<file path="src/rtl/speed_tick_divider_pkg.sv">
// Shared game-timing constants and the divider state type.
// Consumed by speed_tick_divider and speed_period_calc.
package game_timing_pkg;

  localparam int CLK_HZ        = 40_000_000;
  localparam int BASE_HALF_DEF = 20_000_000;
  localparam int STEP_HALF_DEF = 2_000_000;
  localparam int MIN_HALF_DEF  = 4_000_000;
  localparam int RAMP_HALF_DEF = 1_000_000;
  localparam int CNT_W_DEF     = 26;
  localparam int LEVEL_W_DEF   = 3;

  typedef enum logic [1:0] {
    IDLE  = 2'd0,
    RUN   = 2'd1,
    PAUSE = 2'd2
  } div_state_e;

endpackage

</file>
<file path="src/rtl/speed_tick_divider_speed_period_calc.sv">
// Maps a speed level to its half-period: BASE - level*STEP, clamped at MIN.
// Purely combinational; the product is kept at full width so no level can wrap.
module speed_period_calc
  import game_timing_pkg::*;
#(
  parameter int CNT_W     = CNT_W_DEF,
  parameter int LEVEL_W   = LEVEL_W_DEF,
  parameter int BASE_HALF = BASE_HALF_DEF,
  parameter int STEP_HALF = STEP_HALF_DEF,
  parameter int MIN_HALF  = MIN_HALF_DEF
) (
  input  logic [LEVEL_W-1:0] level_p_i,
  output logic [CNT_W-1:0]   target_o
);

  localparam int PW = CNT_W + LEVEL_W;
  localparam logic [PW-1:0]    STEP_P = PW'(STEP_HALF);
  localparam logic [PW-1:0]    SPAN_P = PW'(BASE_HALF - MIN_HALF);
  localparam logic [CNT_W-1:0] BASE_C = CNT_W'(BASE_HALF);
  localparam logic [CNT_W-1:0] MIN_C  = CNT_W'(MIN_HALF);

  logic [PW-1:0] prod_s;

  // Below the span the product fits in CNT_W bits, so the narrow subtract is exact.
  always_comb begin
    prod_s = PW'(level_p_i) * STEP_P;
    if (prod_s >= SPAN_P) begin
      target_o = MIN_C;
    end else begin
      target_o = BASE_C - prod_s[CNT_W-1:0];
    end
  end

endmodule

</file>
<file path="src/rtl/speed_tick_divider.sv">
// Variable-rate game clock divider with tick strobe and glitch-free level changes.
// Optional macro SPEED_DIV_RAMP_EN: limit each half-period change to RAMP_HALF.
module speed_tick_divider
  import game_timing_pkg::*;
#(
  parameter int CNT_W     = CNT_W_DEF,
  parameter int LEVEL_W   = LEVEL_W_DEF,
  parameter int BASE_HALF = BASE_HALF_DEF,
  parameter int STEP_HALF = STEP_HALF_DEF,
  parameter int MIN_HALF  = MIN_HALF_DEF,
  parameter int RAMP_HALF = RAMP_HALF_DEF
) (
  input  logic               clk_in,
  input  logic               rst,
  input  logic               en,
  input  logic [LEVEL_W-1:0] level,
  input  logic               level_load,
  output logic               divided_clk,
  output logic               tick,
  output logic [CNT_W-1:0]   half_active,
  output logic               running
);

  localparam logic [CNT_W-1:0] BASE_C = CNT_W'(BASE_HALF);
  localparam logic [CNT_W-1:0] RAMP_C = CNT_W'(RAMP_HALF);
  localparam logic [CNT_W-1:0] ONE_C  = CNT_W'(1);
`ifdef SPEED_DIV_RAMP_EN
  localparam bit RAMP_ON = 1'b1;
`else
  localparam bit RAMP_ON = 1'b0;
`endif

  div_state_e         state_q;
  logic [CNT_W-1:0]   cnt_q;
  logic [CNT_W-1:0]   half_q;
  logic [LEVEL_W-1:0] level_p_q;
  logic               div_q;
  logic               tick_q;
  logic               running_q;

  logic [CNT_W-1:0]   target_s;
  logic [CNT_W-1:0]   ramp_s;
  logic [CNT_W-1:0]   half_d;
  logic               wrap_s;

  speed_period_calc #(
    .CNT_W    (CNT_W),
    .LEVEL_W  (LEVEL_W),
    .BASE_HALF(BASE_HALF),
    .STEP_HALF(STEP_HALF),
    .MIN_HALF (MIN_HALF)
  ) u_period_calc (
    .level_p_i(level_p_q),
    .target_o (target_s)
  );

  // Saturating move toward the target, never overshooting it.
  function automatic logic [CNT_W-1:0] ramp_toward(input logic [CNT_W-1:0] cur,
                                                   input logic [CNT_W-1:0] tgt);
    if (tgt > cur) begin
      return ((tgt - cur) > RAMP_C) ? (cur + RAMP_C) : tgt;
    end else begin
      return ((cur - tgt) > RAMP_C) ? (cur - RAMP_C) : tgt;
    end
  endfunction

  // Next half-period chosen at a toggle, plus the toggle condition itself.
  always_comb begin
    ramp_s = ramp_toward(half_q, target_s);
    if (RAMP_ON) begin
      half_d = ramp_s;
    end else begin
      half_d = target_s;
    end
    wrap_s = (cnt_q >= (half_q - ONE_C));
  end

  // Counter, state machine and registered outputs.
  always_ff @(posedge clk_in or posedge rst) begin
    if (rst) begin
      state_q   <= IDLE;
      cnt_q     <= '0;
      half_q    <= BASE_C;
      level_p_q <= '0;
      div_q     <= 1'b0;
      tick_q    <= 1'b0;
      running_q <= 1'b0;
    end else begin
      tick_q <= 1'b0;
      if (level_load) begin
        level_p_q <= level;
      end
      case (state_q)
        IDLE: begin
          cnt_q <= '0;
          if (en) begin
            state_q   <= RUN;
            running_q <= 1'b1;
          end else begin
            running_q <= 1'b0;
          end
        end
        RUN, PAUSE: begin
          // A resuming edge counts immediately so the frozen half-period continues seamlessly.
          if (en) begin
            state_q   <= RUN;
            running_q <= 1'b1;
            if (wrap_s) begin
              cnt_q  <= '0;
              div_q  <= ~div_q;
              tick_q <= ~div_q;
              half_q <= half_d;
            end else begin
              cnt_q <= cnt_q + ONE_C;
            end
          end else begin
            state_q   <= PAUSE;
            running_q <= 1'b0;
          end
        end
        default: begin
          state_q   <= IDLE;
          cnt_q     <= '0;
          running_q <= 1'b0;
        end
      endcase
    end
  end

  assign divided_clk = div_q;
  assign tick        = tick_q;
  assign half_active = half_q;
  assign running     = running_q;

endmodule

</file>
<file path="config.mk">
export PLATFORM = sky130hd
export DESIGN_NAME = speed_tick_divider
export DESIGN_NICKNAME = d
export VERILOG_FILES = /design/src/rtl/speed_tick_divider_pkg.sv /design/src/rtl/speed_tick_divider_speed_period_calc.sv /design/src/rtl/speed_tick_divider.sv
export SDC_FILE = /design/constraint.sdc
export NUM_CORES = 1
export LEC_CHECK = 0
export CAP_MARGIN = 20
export CORE_ASPECT_RATIO = 0.9
export CORE_MARGIN = 10
export CORE_UTILIZATION = 56
export CTS_BUF_LIST = sky130_fd_sc_hd__clkbuf_4
export DETAILED_ROUTE_END_ITERATION = 16
export PLACE_DENSITY_LB_ADDON = 0.3
export SYNTH_ARGS = -nofsm -noshare
export SYNTH_HDL_FRONTEND = slang
export SYNTH_SLANG_ARGS = --single-unit
</file>
<file path="constraint.sdc">
create_clock -name clk_in -period 5.7 [get_ports clk_in]
set_clock_uncertainty 0.15 [all_clocks]
set_input_delay 1.14 -clock clk_in [delete_from_list [all_inputs] [get_ports clk_in]]
set_output_delay 1.14 -clock clk_in [all_outputs]
set_load 0.03 [all_outputs]
</file>
==> impl_metrics.yaml, run 1 <==
timing:
  hold_viol: 0
  fin_ws_ps: 1100
  fmax_mhz: 218
  tightestPinTransition_ps: 1110
  fin_crit_ps: 4600
  setup_viol: 0
  relSlewSlack_pct: 25.8
  period_share_pct: 80.6
  rsz0062_at_grt: "false"
  setup-tns-final_ps: 0
  drv_slew: 0
drt:
  routed_wl_mm: 8.76
  drtPass1Iterations: 4
  vias: 3083
  drt-vias-per-instance: 5.93
  drt_iter0_markers: 216
  route.detailed.drc: 0
  antenna_left: 0
  wire_per_inst_um: 16.9
final_layout:
  final_area_um2: 4070
  syn2layout_area_growth_pct: 8.79
  postLayoutCoreUtil_pct: 62.1
  antenna_cells: 0
  nNetsFinal: 475
  drive_gt1_share_pct: 8.60
floorplanning:
  die_w_um: 106
  io_pins: 36
  core_area_um2: 6550
  start_util_pct: 57.1
  die_h_um: 97.6
  die_area_um2: 10400
  num_rows: 28
job:
  cap_violations: 0
critical_path:
  r2r-end: "half_active[18]"
  r2r_cells: 14
  arrival_ps: 4700
  r2r_setup_slack_ps: 1100
  crit_chain: "inv_1 > ha_1 > nand2b_1 > nor4_1 > nand2b_1 > nor4_1 > xnor2_1 > ha_1 > nand4_1 > nor3_1 > o311ai_2 > and3_1 > nor2_8 > mux2_2"
  worst_setup_path_start_kind: "flip-flop"
  cp_slowest_cell: "and3_1"
  r2r_start: "half_active[15]"
  worstPathRequired_ps: 5800
  slowest_delay_ps: 550
  path_class: "reg -> reg"
  end_kind: "flip-flop"
  path_max_fanout: 26
synthesis:
  syn-instance-count: 412
  async_reset_ff_share_pct: 100
  synth_cell_type_count: 61
  syn_area_um2: 3740
  ys_seq_area_share_pct: 32.3
  yosysMostFrequentCell: "nand2_1"
  yosys.area.top_type: "dfrtp_1"
  yosysWarnings: 0
  ys_ff_latch: 48
  synthTopCellsByCount: "42 x nand2_1, 41 x dfrtp_1, 36 x ha_1"
  ys.flop_type: "dfrtp_1"
  synth_edf_count: 0
  synth_top_area_share_pct: 27.4
  avgSynthCellArea_um2: 9.08
  synth_area_leaders: "dfrtp_1 27%, ha_1 12%, dfstp_2 4.9%, nand2_1 4.2%, xnor2_1 3.7%"
worst_hold_path:
  min_path_type: "reg -> reg"
  min_path_cells: 2
  holdCritStartpoint: "half_active[20]"
  holdPathEnd: "half_active[20]"
pwr:
  p_int_uw: 541
  power.switching_uw: 392
  pwr-share-seq_pct: 40.2
  ir_worst_vdd_v: 0.000281
  pwr-share-comb_pct: 41.7
  clock_power_share_pct: 18.1
  leakage_uw: 0.00179
  power.total_uw: 933
  p_per_area_nw_per_um2: 229
  switching_share_pct: 42.0
clocking:
  htree_levels: 2
  cts_buffers: 5
  hold_buffers: 0
  cts_buffer_depth: 2
  cts_setup_buffers: 0
  clk_pin_slew_ps: 130
  clk_latency_ps: 370
  cts_resized: 0
  root_buffer: "clkbuf_4"
  cts_tree: "built"
  clock_sinks: 48
placed_design:
  gp_congestion: 0.844
  placed_area_um2: 3990
  dpl.hpwl_mm: 6.55
  dp_slack_ps: 1190
  port_buffers: 26
global_route:
  grt_max_degree: 49
  track_usage_pct: 17.3
  grt_pass1_wl_mm: 14.9
  grt_pass1_vias: 2993
  grt_antenna_before_repair: 0
  overflow: 0
outcome:
  outcome: "completed"
registers in the layout, summed over array words and instances, names as in the netlist:
register and count:
cnt_q 26, divided_clk 1, half_active 14, level_p_q 3, running 1, state_q 2
tick 1
placed cells by master, fill, tap and decap left out, types with 7 or more instances in the layout:
cell             Yosys  layout
xor2_1               7       7
a21oi_1             11      11
clkdlybuf4s50_1      0      26
a21o_1              10      10
nand4_1             11      11
o21ai_0             27      27
inv_1               24      23
xnor2_1             16      16
dfstp_2              7       7
nand3_1             13      13
clkbuf_4             0       7
nor2_1              18      18
nand2_1             42      42
conb_1               1       9
nor3_1              20      20
ha_1                36      36
nand2b_1             7       7
dfrtp_1             41      41
o31ai_1              9       9
logic make-up after synthesis:
kind of cell	share of synthesized area [%]
xor+xnor	5.38
other cells	0.100
buf+inv	6.65
mux	2.88
fa+ha+maj	13.6
flops	32.3
compound gates	16.3
simple gates	22.7
stage by stage:
step	cells	hold WS, ps
global route	520	424
detailed placement	510	372
CTS	518	389
finish	520	400
floorplan	420	324
global placement	510	367
worst max-delay path by stage:
stage / start / cells after the start / to
finish: half_active[15] / 14 / half_active[18]
global route: half_active[15] / 14 / half_active[19]
CTS: half_active[15] / 14 / half_active[18]
detailed placement: half_active[15] / 14 / half_active[18]
global placement: half_active[15] / 14 / half_active[19]
floorplan: half_active[15] / 15 / half_active[18]
routing by layer:
layer	up-vias	wire length (µm)	GRT usage, %	share of wire [%]
li1	1500	-	-	-
met1	1490	4150	23.6	47
met2	80	4020	26.2	46
met3	13	462	3.91	5.3
met4	0	127	5.31	1.4
met5	-	0	0	0
layout make-up:
class / instances / area [µm²]
clock buffers: 7 / 52.6
clock inverters: 1 / 5.00
fillers: 574 / 2480
inverters: 24 / 90.1
multi-input cells: 322 / 2310
flip-flops and latches: 48 / 1210
well taps: 90 / 113
repair buffers: 28 / 288
power groups by stage:
stage	clock network [µW]	registers, µW	logic (µW)
after floorplan	0	379	297
after global placement	0	381	369
after detailed placement	0	382	376
after CTS	172	375	378
after global routing	190	379	433
final	169	375	389
worst max-delay path, delay by kind of cell, from the launching register on:
kind / cells / cell delay (ps)
xor gates and xnor gates: 1 / 110
and+or+nand+nor: 8 / 2540
DFF: 1 / 490
adders and majority gates: 2 / 500
buffers and inverters: 1 / 110
AOI/OAI and AO/OA: 1 / 210
muxes: 1 / 370
Power figures use the tool's default switching activity.
==> run 2: changes to the inputs <==
Clock period 5.7 ns to 4.4 ns, I/O delays scaled along.
==> run 2 against run 1 <==
  * First-iteration DRC count decreased by 19%
  * Hold slack lost 16 ps
  * Maximum frequency up 17%
  * Critical endpoint is now half_active[23]
==> impl_metrics.yaml, run 2 (synthesized netlist as in run 1, its figures left out) <==
critical_path:
  end_kind: "flip-flop"
  arrival_ps: 4060
  cp_slowest_cell: "dfrtp_1"
  worst-path-buf-inv: 1
  worst_setup_path_start_kind: "flip-flop"
  path_max_fanout: 10
  slowest_delay_ps: 480
  crit_family: "simple AND/OR/NAND/NOR gates"
  crit_chain: "inv_1 > ha_1 > nand2b_1 > nor4_2 > nand2b_1 > nor4_1 > xnor2_1 > ha_1 > nand4_1 > nor3_1 > o311ai_2 > and3_1 > nor2_8 > mux2_2"
  worstPathRequired_ps: 4550
  r2r_setup_slack_ps: 480
  path_class: "reg -> reg"
final_layout:
  syn2layout_area_growth_pct: 10.4
  largest_reg_flops: 26
  fillers: 576
  layout_commonest_cell: "nand2_1"
  multi_input_area_um2: 2320
  nNetsFinal: 479
  final_area_um2: 4130
  mostFrequentLayoutCells: "42 x nand2_1, 41 x dfrtp_1, 36 x ha_1"
  postLayoutCoreUtil_pct: 63.0
  regArea_um2: 1210
  drive_gt1_share_pct: 9.68
  top_register: "cnt_q"
  antenna_cells: 0
global_route:
  grt_pass1_wl_mm: 15.5
  overflow: 0
  track_usage_pct: 17.7
  grt_pass1_vias: 3077
  grt_max_degree: 49
  grt_antenna_before_repair: 0
drt:
  route.detailed.drc: 0
  drtPass1Iterations: 4
  routed_wl_mm: 9.17
  vias: 3129
  antenna_left: 0
  drt-vias-per-instance: 5.97
  wire_per_inst_um: 17.5
  drt_iter0_markers: 175
timing:
  fin_crit_ps: 3920
  drv_slew: 0
  fmax_mhz: 255
  tightestPinTransition_ps: 1060
  relSlewSlack_pct: 29.3
  rsz0062_at_grt: "false"
  period_share_pct: 89.1
  setup_viol: 0
  hold_slack_ps: 384
  setup-tns-final_ps: 0
  hold_viol: 0
clocking:
  clock_sinks: 48
  root_buffer: "clkbuf_4"
  cts_buffer_depth: 2
  cts_buffers: 5
  cts_tree: "built"
  clk_latency_ps: 390
  htree_levels: 2
  clk_pin_slew_ps: 170
  hold_buffers: 0
floorplanning:
  core_area_um2: 6550
  io_pins: 36
  num_rows: 28
  die_area_um2: 10400
  die_h_um: 97.6
  start_util_pct: 57.1
  die_w_um: 106
pwr:
  power.total_uw: 1310
  ir_worst_vdd_v: 0.000381
  p_per_area_nw_per_um2: 317
  leakage_uw: 0.00182
worst_hold_path:
  min_path_type: "reg -> reg"
outcome:
  outcome: "completed"
placed_design:
  gp_congestion: 0.872
  port_buffers: 26
  placed_area_um2: 4010
  dpl.hpwl_mm: 6.77
job:
  cap_violations: 0
run 2: final timing paths:
kind,from,to,cells after the start
setup reg to reg,half_active[15],half_active[23],14
hold / removal,cnt_q[25],cnt_q[25],1
setup / recovery,half_active[15],half_active[23],14
min in group asynchronous,rst,divided_clk,2
max in group asynchronous,rst,cnt_q[9],3
hold reg to reg,cnt_q[25],cnt_q[25],1
run 2: repair_timing:
item                       in CTS  in global routing
setup endpoints to repair       0                 20
gates resized for setup         0                  1
buffers inserted                0                  2
run 2: cell type report:
type	instances	share of cell area [%]
Clock buffer	6	1.09
Clock inverter	2	0.848
Inverter	24	2.18
Multi-Input combinational cell	322	56.2
Sequential cell	48	29.3
Tap cell	90	2.73
Timing Repair Buffer	32	7.69
run 2: per-stage QoR:
step	setup slack, ps	instances
2_1_floorplan	535	420
3_3_place_gp	508	513
3_5_place_dp	261	513
4_1_cts	201	521
5_1_grt	151	524
6_report	481	524
run 2: report_power, final:
group	leakage, µW	switching, µW	internal, µW
registers	0.000624	25.7	462
logic	0.00115	354	185
clock network	0.0000456	157	126
total	0.00182	536	773
run 2: layer usage:
layer	vias to the layer above	share of wire (%)	routed length, µm	track usage [%]
met5	-	0	0	0
met2	80	47	4310	27.4
met1	1541	47	4310	24.4
met4	0	0.59	54	4.06
met3	8	5.3	485	3.85
li1	1500	-	-	-
==> run 3: changes to the inputs <==
--- a/config.mk
+++ b/config.mk
@@ -7,7 +7,9 @@
 export LEC_CHECK = 0
 export CAP_MARGIN = 20
+export CELL_PAD_IN_SITES_DETAIL_PLACEMENT = 0
+export CELL_PAD_IN_SITES_GLOBAL_PLACEMENT = 1
 export CORE_ASPECT_RATIO = 0.9
 export CORE_MARGIN = 10
-export CORE_UTILIZATION = 56
+export CORE_UTILIZATION = 46
 export CTS_BUF_LIST = sky130_fd_sc_hd__clkbuf_4
 export DETAILED_ROUTE_END_ITERATION = 16
==> constraint.sdc (replaced) <==
create_clock -name clk_in -period 4.4 [get_ports clk_in]
set_clock_uncertainty 0.15 [all_clocks]
set_input_delay 0.66 -clock clk_in [delete_from_list [all_inputs] [get_ports clk_in]]
set_output_delay 0.66 -clock clk_in [all_outputs]
set_load 0.03 [all_outputs]
==> run 3 against run 2 <==
  * Clock power fell by 22%
  * Via count fell by 3.5%
  * Power fell by 6.1%
  * Critical path type unchanged
  * Highest routed layer unchanged
==> impl_metrics.yaml, run 3 (synthesized netlist as in run 1, its figures left out) <==
outcome:
  outcome: "completed"
clocking:
  cts_tree: "built"
  clock_sinks: 48
  htree_levels: 2
  cts_setup_buffers: 0
  clk_latency_ps: 370
  clk_pin_slew_ps: 130
  cts_buffer_depth: 2
  root_buffer: "clkbuf_4"
  hold_buffers: 0
  cts_buffers: 5
timing:
  setup_viol: 0
  fin_crit_ps: 4020
  fmax_mhz: 249
  rsz0062_at_grt: "false"
  setup-tns-final_ps: 0
  tightestPinTransition_ps: 793
  drv_slew: 0
  period_share_pct: 91.4
  relSlewSlack_pct: 47.1
  hold_viol: 0
floorplanning:
  start_util_pct: 46.8
  die_h_um: 106
  die_area_um2: 12100
  num_rows: 31
  die_w_um: 115
  io_pins: 36
  core_area_um2: 7990
final_layout:
  drive_gt1_share_pct: 9.91
  layout_commonest_cell: "nand2_1"
  fillers: 751
  nNetsFinal: 479
  antenna_cells: 0
  syn2layout_area_growth_pct: 10.1
  top_register: "cnt_q"
  largest_reg_flops: 26
  mostFrequentLayoutCells: "42 x nand2_1, 41 x dfrtp_1, 36 x ha_1"
critical_path:
  end_kind: "flip-flop"
  r2r-end: "half_active[18]"
  arrival_ps: 4130
  worstPathRequired_ps: 4510
  path_max_fanout: 18
  r2r_start: "half_active[15]"
  worst_setup_path_start_kind: "flip-flop"
  r2r_setup_slack_ps: 380
  r2r_cells: 14
  path_class: "reg -> reg"
drt:
  route.detailed.drc: 0
  vias: 3021
  wire_per_inst_um: 16.6
  antenna_left: 0
  drt-vias-per-instance: 5.67
  drt_iter0_markers: 192
  routed_wl_mm: 8.86
  drtPass1Iterations: 4
global_route:
  track_usage_pct: 14.9
  overflow: 0
  grt_pass1_vias: 2967
  grt_max_degree: 49
  grt_antenna_before_repair: 0
  grt_pass1_wl_mm: 15.1
pwr:
  power.total_uw: 1230
  p_per_area_nw_per_um2: 298
  leakage_uw: 0.00181
  ir_worst_vdd_v: 0.000248
job:
  cap_violations: 0
worst_hold_path:
  min_path_type: "in -> async"
placed_design:
  port_buffers: 26
  dpl.hpwl_mm: 6.68
  gp_congestion: 0.841
run 3: cell type report:
cell class,instances,area (µm²),share of cell area (%)
clock buffers,7,52.6,1.28
clock inverters,1,5.00,0.122
inverters,24,90.1,2.19
multi-input cells,322,2320,56.3
flip-flops and latches,48,1210,29.4
well taps,99,124,3.01
repair buffers,32,318,7.72
run 3: routing by layer:
metal / up-vias / track usage, % / part of all wire (%)
met3: 5 / 3.00 / 6.0
met4: 0 / 3.36 / 0.60
li1: 1511 / - / -
met1: 1440 / 21.9 / 51
met5: - / 0 / 0
met2: 65 / 21.9 / 43
run 3: where the power goes:
group / total [µW] / switching (µW) / internal [µW]
Clock: 220 / 145 / 75.0
Sequential: 487 / 25.8 / 462
Combinational: 522 / 346 / 176
Total: 1230 / 517 / 713
run 3: repair_timing:
action,4_1_cts,5_1_grt
resized for setup,0,2
setup endpoints to repair,0,23
endpoints found under the hold margin,0,0
run 3: worst max path at each step:
stage / from / endpoint / slack [ps]
2_1_floorplan: half_active[15] / half_active[18] / 530
5_1_grt: half_active[15] / half_active[18] / 30
3_3_place_gp: half_active[15] / half_active[23] / 390
6_report: half_active[15] / half_active[18] / 380
4_1_cts: half_active[15] / half_active[18] / 210
3_5_place_dp: half_active[15] / half_active[18] / 220
run 3: worst max-delay path, stage by stage (launching register included):
cell and delay [ps]:
dfrtp_1 490, inv_1 110, ha_1 180, nand2b_1 100
nor4_1 330, nand2b_1 170, nor4_1 250, xnor2_1 110
ha_1 310, nand4_1 120, nor3_1 370, o311ai_2 220
and3_2 370, nor2_8 260, mux2_2 360
run 3: through the flow:
step	worst slack, ps	cell area [µm²]	utilization, %	cells	hold WS [ps]
2_1_floorplan	535	3770	-	420	324
3_3_place_gp	393	4040	50.5	524	369
3_5_place_dp	219	4040	50.5	524	385
4_1_cts	206	4090	51.2	532	402
5_1_grt	33.3	4120	51.6	533	312
6_report	380	4120	51.6	533	325
